[config.mk]
export PLATFORM = sky130hd
export DESIGN_NAME = pattern_producer
export DESIGN_NICKNAME = d
export VERILOG_FILES = /design/src/rtl/pattern_producer.sv
export SDC_FILE = /design/constraint.sdc
export NUM_CORES = 1
export LEC_CHECK = 0
export CAP_MARGIN = 20
export CORE_UTILIZATION = 54
export DETAILED_ROUTE_END_ITERATION = 10
export PLACE_DENSITY = 0.89
export SLEW_MARGIN = 20
export SYNTH_ARGS = -nofsm -noshare
export SYNTH_HDL_FRONTEND = slang
export SYNTH_SLANG_ARGS = --single-unit
export TNS_END_PERCENT = 1
[constraint.sdc]
create_clock -name clk -period 2.9 [get_ports clk]
set_input_delay 0.435 -clock clk [delete_from_list [all_inputs] [get_ports clk]]
set_output_delay 0.435 -clock clk [all_outputs]
set_load 0.005 [all_outputs]
[src/rtl/pattern_producer.sv]
// Multi-channel deterministic stimulus source: walking-bit, counter and Galois LFSR
// sequences per channel, with valid/ready handshake, end-of-sequence marking and flush.
module pattern_producer #(
  parameter int                N_CH    = 2,
  parameter int                DATA_W  = 32,
  parameter int                SEQ_LEN = 8,
  parameter logic [DATA_W-1:0] SEED    = DATA_W'(32'h0001_0000),
  parameter logic [DATA_W-1:0] TAPS    = DATA_W'(32'h8020_0003)
) (
  input  logic                     clk,
  input  logic                     reset_n,
  input  logic                     enable,
  input  logic [1:0]               mode,
  output logic [N_CH*DATA_W-1:0]   out_data,
  output logic [N_CH-1:0]          out_valid,
  input  logic [N_CH-1:0]          out_ready,
  output logic [N_CH-1:0]          out_last,
  output logic [N_CH-1:0]          flush
);

  localparam int IDX_W = $clog2(SEQ_LEN);

  localparam logic [1:0] MODE_WALK  = 2'd0;
  localparam logic [1:0] MODE_COUNT = 2'd1;
  localparam logic [1:0] MODE_LFSR  = 2'd2;
  localparam logic [1:0] MODE_RSVD  = 2'd3;

  typedef enum logic [1:0] {
    ST_IDLE  = 2'd0,
    ST_RUN   = 2'd1,
    ST_FLUSH = 2'd2
  } state_t;

  state_t                  state_q, state_d;
  logic [1:0]              mode_q, mode_d;
  logic [IDX_W-1:0]        idx_q  [N_CH];
  logic [IDX_W-1:0]        idx_d  [N_CH];
  logic [DATA_W-1:0]       lfsr_q [N_CH];
  logic [DATA_W-1:0]       lfsr_d [N_CH];
  logic [N_CH*DATA_W-1:0]  data_q, data_d;
  logic [N_CH-1:0]         valid_q, valid_d;
  logic [N_CH-1:0]         last_q, last_d;
  logic [N_CH-1:0]         flush_q, flush_d;

  // An all-zero LFSR would lock up, so a zero load value is replaced by 1.
  function automatic logic [DATA_W-1:0] lfsr_load(input int c);
    logic [DATA_W-1:0] v;
    v = SEED ^ DATA_W'(c);
    if (v == '0) v = DATA_W'(1);
    return v;
  endfunction

  function automatic logic [DATA_W-1:0] lfsr_step(input logic [DATA_W-1:0] v);
    return v[0] ? ((v >> 1) ^ TAPS) : (v >> 1);
  endfunction

  function automatic logic [DATA_W-1:0] pattern(input logic [1:0]        m,
                                                input int                c,
                                                input logic [IDX_W-1:0]  i,
                                                input logic [DATA_W-1:0] l);
    logic [DATA_W-1:0] w;
    case (m)
      MODE_WALK:  w = ((c % 2) == 0) ? (SEED << i) : (SEED >> i);
      MODE_COUNT: w = SEED + DATA_W'(i) + DATA_W'(c);
      MODE_LFSR:  w = l;
      default:    w = '0;
    endcase
    return w;
  endfunction

  always_comb begin
    state_d = state_q;
    mode_d  = mode_q;
    case (state_q)
      ST_IDLE: begin
        if (enable) begin
          state_d = ST_RUN;
          mode_d  = mode;
        end
      end
      ST_RUN: begin
        if (!enable || (mode != mode_q)) state_d = ST_FLUSH;
      end
      ST_FLUSH: begin
        if (enable) begin
          state_d = ST_RUN;
          mode_d  = mode;
        end else begin
          state_d = ST_IDLE;
        end
      end
      default: state_d = ST_IDLE;
    endcase
  end

  // Outputs are computed from next-state values so they can be registered
  // without adding a cycle of latency after the handshake or state change.
  always_comb begin
    data_d  = '0;
    valid_d = '0;
    last_d  = '0;
    flush_d = '0;
    for (int c = 0; c < N_CH; c++) begin
      idx_d[c]  = idx_q[c];
      lfsr_d[c] = lfsr_q[c];
      if (state_d != ST_RUN) begin
        idx_d[c]  = '0;
        lfsr_d[c] = lfsr_load(c);
      end else if (valid_q[c] && out_ready[c]) begin
        idx_d[c]  = idx_q[c] + IDX_W'(1);
        lfsr_d[c] = lfsr_step(lfsr_q[c]);
      end
      valid_d[c] = (state_d == ST_RUN) && (mode_d != MODE_RSVD);
      flush_d[c] = (state_d == ST_FLUSH);
      last_d[c]  = valid_d[c] && (idx_d[c] == IDX_W'(SEQ_LEN - 1));
      if (valid_d[c]) data_d[c*DATA_W +: DATA_W] = pattern(mode_d, c, idx_d[c], lfsr_d[c]);
    end
  end

  always_ff @(posedge clk or negedge reset_n) begin
    if (!reset_n) begin
      state_q <= ST_IDLE;
      mode_q  <= '0;
      data_q  <= '0;
      valid_q <= '0;
      last_q  <= '0;
      flush_q <= '0;
      for (int c = 0; c < N_CH; c++) begin
        idx_q[c]  <= '0;
        lfsr_q[c] <= lfsr_load(c);
      end
    end else begin
      state_q <= state_d;
      mode_q  <= mode_d;
      data_q  <= data_d;
      valid_q <= valid_d;
      last_q  <= last_d;
      flush_q <= flush_d;
      for (int c = 0; c < N_CH; c++) begin
        idx_q[c]  <= idx_d[c];
        lfsr_q[c] <= lfsr_d[c];
      end
    end
  end

  assign out_data  = data_q;
  assign out_valid = valid_q;
  assign out_last  = last_q;
  assign flush     = flush_q;

endmodule
After elaboration in Yosys (flattened, before gate mapping) --
Index checks and enable logic that the tools add are counted.
Operators by class: reductions and logical operators 10, magnitude comparators 0, bitwise gates (word level) 2, add/sub/neg operators 5, shifts and indexed selects 2, multiplexer cells 20, div/mod/pow operators 0, eq/ne operators 11, multipliers 0
Operator list (number):
- 2-to-1 mux 32 bit | 8
- one-hot mux 32 bit (3 select lines) | 2
- adder 17 x 3 -> 18 bit, first input constant | 2
- << shifter 17 x 3 -> 32 bit, first input constant | 1
- right shift 17 x 3 -> 32 bit, first input constant | 1
- adder 18 x 1 -> 19 bit, second input constant | 1
- 2-to-1 mux 3 bit | 4
- 2-to-1 mux 2 bit | 4
- inverter 3 -> 4 bit | 2
- adder 3 x 1 -> 3 bit, second input constant | 2
- equality test 2 x 1 -> 1 bit, second input constant | 3
- equality test 2 bit, second input constant | 3
- equality test 3 bit, second input constant | 2
- one-hot mux 2 bit (3 select lines) | 1
- logical AND 1 bit | 5
- logical NOT 2 bit | 2
- != test 2 x 1 -> 1 bit, second input constant | 1
- != test 2 bit | 1
- != test 2 bit, second input constant | 1
- OR reduction 2 bit | 1
- logical NOT 1 bit | 1
- logical OR 1 bit | 1
- 2-to-1 mux 1 bit | 1
Storage, ports and cells: bits of input ports 7, memories 0, bits in registers 142, logic and storage cells 60, bits in read-only memories 0, latch bits 0, output and inout port bits 70, memory bits (writable) 0

Longest topological paths before layout --
depth after elaboration 10, depth in mapped cells 11, mapped depth without buffers 8

Worst setup path before layout --
Ideal clock, no wire load.
path type register to register, from reg, netlist name out_valid[0], to reg data_q[47], in the netlist out_data[47], buffers on the path 2, path slack 787 ps, arrival 1993 ps, required time 2780 ps, cell stages (with the launch flop) 10, cells stage by stage dfrtp_1 > buf_2 > nand2_1 > buf_1 > nand2_1 > a21oi_1 > inv_1 > ha_1 > and3_1 > o211a_1
RTL lines:
- end signal, assigned | line 135 | data_q <= data_d;
- end, declared | line 40 | logic [N_CH*DATA_W-1:0] data_q, data_d;

==> flow_summary.toml <==
[run_status]
status = "completed"

[detailed_routing]
via_per_inst = 5.52
wl_per_cell_um = 17.7
ant_nets = 0
drt_wl_total_um = 12300
drt_first_iter_violations = 272
vias = 3845
route.detailed.drc = 0
first_pass_iters = 5

[clocking]
clk_latency_ns = 0.52
cts_made_buffers = 17
cts_buffer_depth = 2
cts_root_buf = "clkbuf_8"
cts.repair.resized = 0
clk_pin_slew_ns = 0.06
h-tree-depth = 4
postCtsSetupRepairBufs = 0
cts_tree = "done"
cts_sinks = 142

[critical_path]
timing.critical_path.fanout_max = 18
worstPathArrival_ns = 2.59
crit_type = "flip-flop to flip-flop"
crit_required_ns = 3.31
rrSetupSlack_ns = 0.72
endpoint_kind = "flip-flop"
r2r-end = "out_data[47]"
worstRegToRegCells = 8
startpoint_type = "flip-flop"
r2r-start = "out_valid[0]"

[min_path]
worstHoldPathType = "primary input to asynchronous set/reset pin"

[finish]
drive_above_1_share = 0.101
diodes = 0
nets = 562
n_fill_cell = 683
synthToLayoutAreaGrowth_pct = 25.9

[logic_synthesis]
ys_seq_area_frac = 0.635
synth_common_cells = "dfrtp_1 (139), nor2_1 (120), mux2i_1 (60), buf_2 (15), nand2_1 (12)"
synth_edf_count = 0
synth.distinct_cells = 47
async_reset_ff_frac = 1.00
yosys_warnings = 0
yosysMostFrequentCell = "dfrtp_1"
synth_top_area_frac = 0.621
yosys.area.top_type = "dfrtp_1"
avgSynthCellArea_sq_um = 11.9
synthesis.nets = 484
synthFlopType = "dfrtp_1"
synth.top_cells.by_area = "dfrtp_1 (62%), mux2i_1 (11%), nor2_1 (8.0%)"
netlist_instances = 472
ys_ff_latch = 142
syn_area_sq_um = 5610

[sta]
hold_violations = 0
fmax_mhz = 458
slew_violations = 0
relSlewSlack = 0.547
final.setup_skew_ns = 0.0112
period_share = 0.753
rsz0062_at_grt = "no"
finalSetupViolCount = 0
setup_tns_ns = 0
layout_setup_ws_ns = 0.717
tightest_slew_ns = 0.680
fin_crit_ns = 2.18

[grt]
grt-ovfl-total = 0
grt_start_max_net_pins = 78
grt_pass1_vias = 4111
antenna_found_initial = 0
grt_first_pass_wirelength_um = 20100
grtUsageTotal = 0.240

[place]
portBuffers = 76
hpwl_um = 7760
place_congestion = 0.894
pre_cts_ws_ns = 0.286

[floorplanning]
floorplan.initialDensity = 0.566
die_h_um = 104
placementRows = 36
die_x_um = 104
io_pins = 77
die_area_sq_um = 10800
core_area_sq_um = 9910

[power]
p_leak_nw = 3.50
power_density_nw_per_um2 = 648
ir_drop_uv = 408

[flow_run]
maxCapViolCount = 0
[power by group]
part           total, mW  internal (mW)  switching (mW)
logic              0.440          0.158           0.282
clock network       2.08           1.28           0.793
registers           2.06           2.02          0.0394
[cells by family after synthesis]
kind of cell / synth area share
adder cells (fa/ha/maj): 0.0112
XOR/XNOR: 0.0219
AND/OR/NAND/NOR: 0.127
buffers and inverters: 0.0357
multiplexers: 0.111
AO/OA/AOI/OAI: 0.0589
flip-flops: 0.635
[critical path, stage by stage, from the launching register on]
cell     delay [ns]
dfrtp_1        0.54
nand2_2        0.17
buf_4          0.28
nand2_1        0.11
a21oi_1        0.28
inv_1          0.08
ha_1           0.23
and3_1         0.15
o211a_1        0.22
[per-stage QoR]
| step | power, mW | std cells | utilization | instance area [sq um] | hold WS (ns) |
|---|---|---|---|---|---|
| final | 4.58 | 696 | 0.712 | 7060 | 0.460 |
| after global routing | 4.73 | 696 | 0.712 | 7060 | 0.517 |
| after detailed placement | 2.52 | 663 | 0.653 | 6470 | 0.462 |
| after global placement | 2.50 | 663 | 0.653 | 6470 | 0.448 |
| after CTS | 4.60 | 696 | 0.712 | 7060 | 0.488 |
| after floorplan | 2.36 | 472 | - | 5610 | 0.139 |
[flip-flops by register name, indices dropped and copies added (netlist names)]
| register | count |
|---|---|
| lfsr_q | 64 |
| out_data | 64 |
| idx_q | 6 |
| mode_q | 2 |
| out_last | 2 |
| state_q | 2 |
| flush | 1 |
| out_valid | 1 |
[layer usage]
layer | vias up | wire length, um | track usage
met5 | - | 0 | 0
met4 | 0 | 281 | 0.108
met3 | 32 | 692 | 0.0633
met2 | 141 | 6250 | 0.389
met1 | 1927 | 5070 | 0.306
li1 | 1745 | - | -
[final cells by class]
| class | count | area [sq um] | area share |
|---|---|---|---|
| clock buffers | 21 | 459 | 0.0650 |
| clock inverters | 11 | 115 | 0.0163 |
| inverters | 11 | 42.5 | 0.00603 |
| multi-input cells | 290 | 1850 | 0.262 |
| flip-flops and latches | 142 | 3560 | 0.504 |
| well taps | 133 | 166 | 0.0236 |
| repair buffers | 88 | 867 | 0.123 |
[what timing repair did]
action | in CTS | in global routing
endpoints found under the hold margin | 65 | 0
hold buffers | 1 | 0
setup endpoints to repair | 0 | 0
[layout by cell type (no fill, tap or decap), drive strengths merged, types with 4 or more instances in the layout]
master and instances:
nor2 120, nand3 5, and3 4, xnor2 7, a31oi 6, o22a 4, a21oi 7, dfrtp 139
clkbuf 21, ha 5, o22ai 7, buf 12, o32ai 6, nand2 14, mux2i 60, clkinv 9
inv 10, clkdlybuf4s50 75, xor2 7
[worst max-delay path by stage]
stage / end / cells after the start / from / slack, ns
floorplan: out_data[47] / 9 / out_valid[0] / 0.79
global placement: out_data[45] / 7 / mode[1] / 0.38
detailed placement: out_data[47] / 8 / mode[0] / 0.29
CTS: out_valid[0] / 1 / out_valid[0] / 0.74
global route: out_data[33] / 7 / out_valid[0] / 0.61
finish: out_data[47] / 8 / out_valid[0] / 0.72
(Power assumes the default switching activity.)
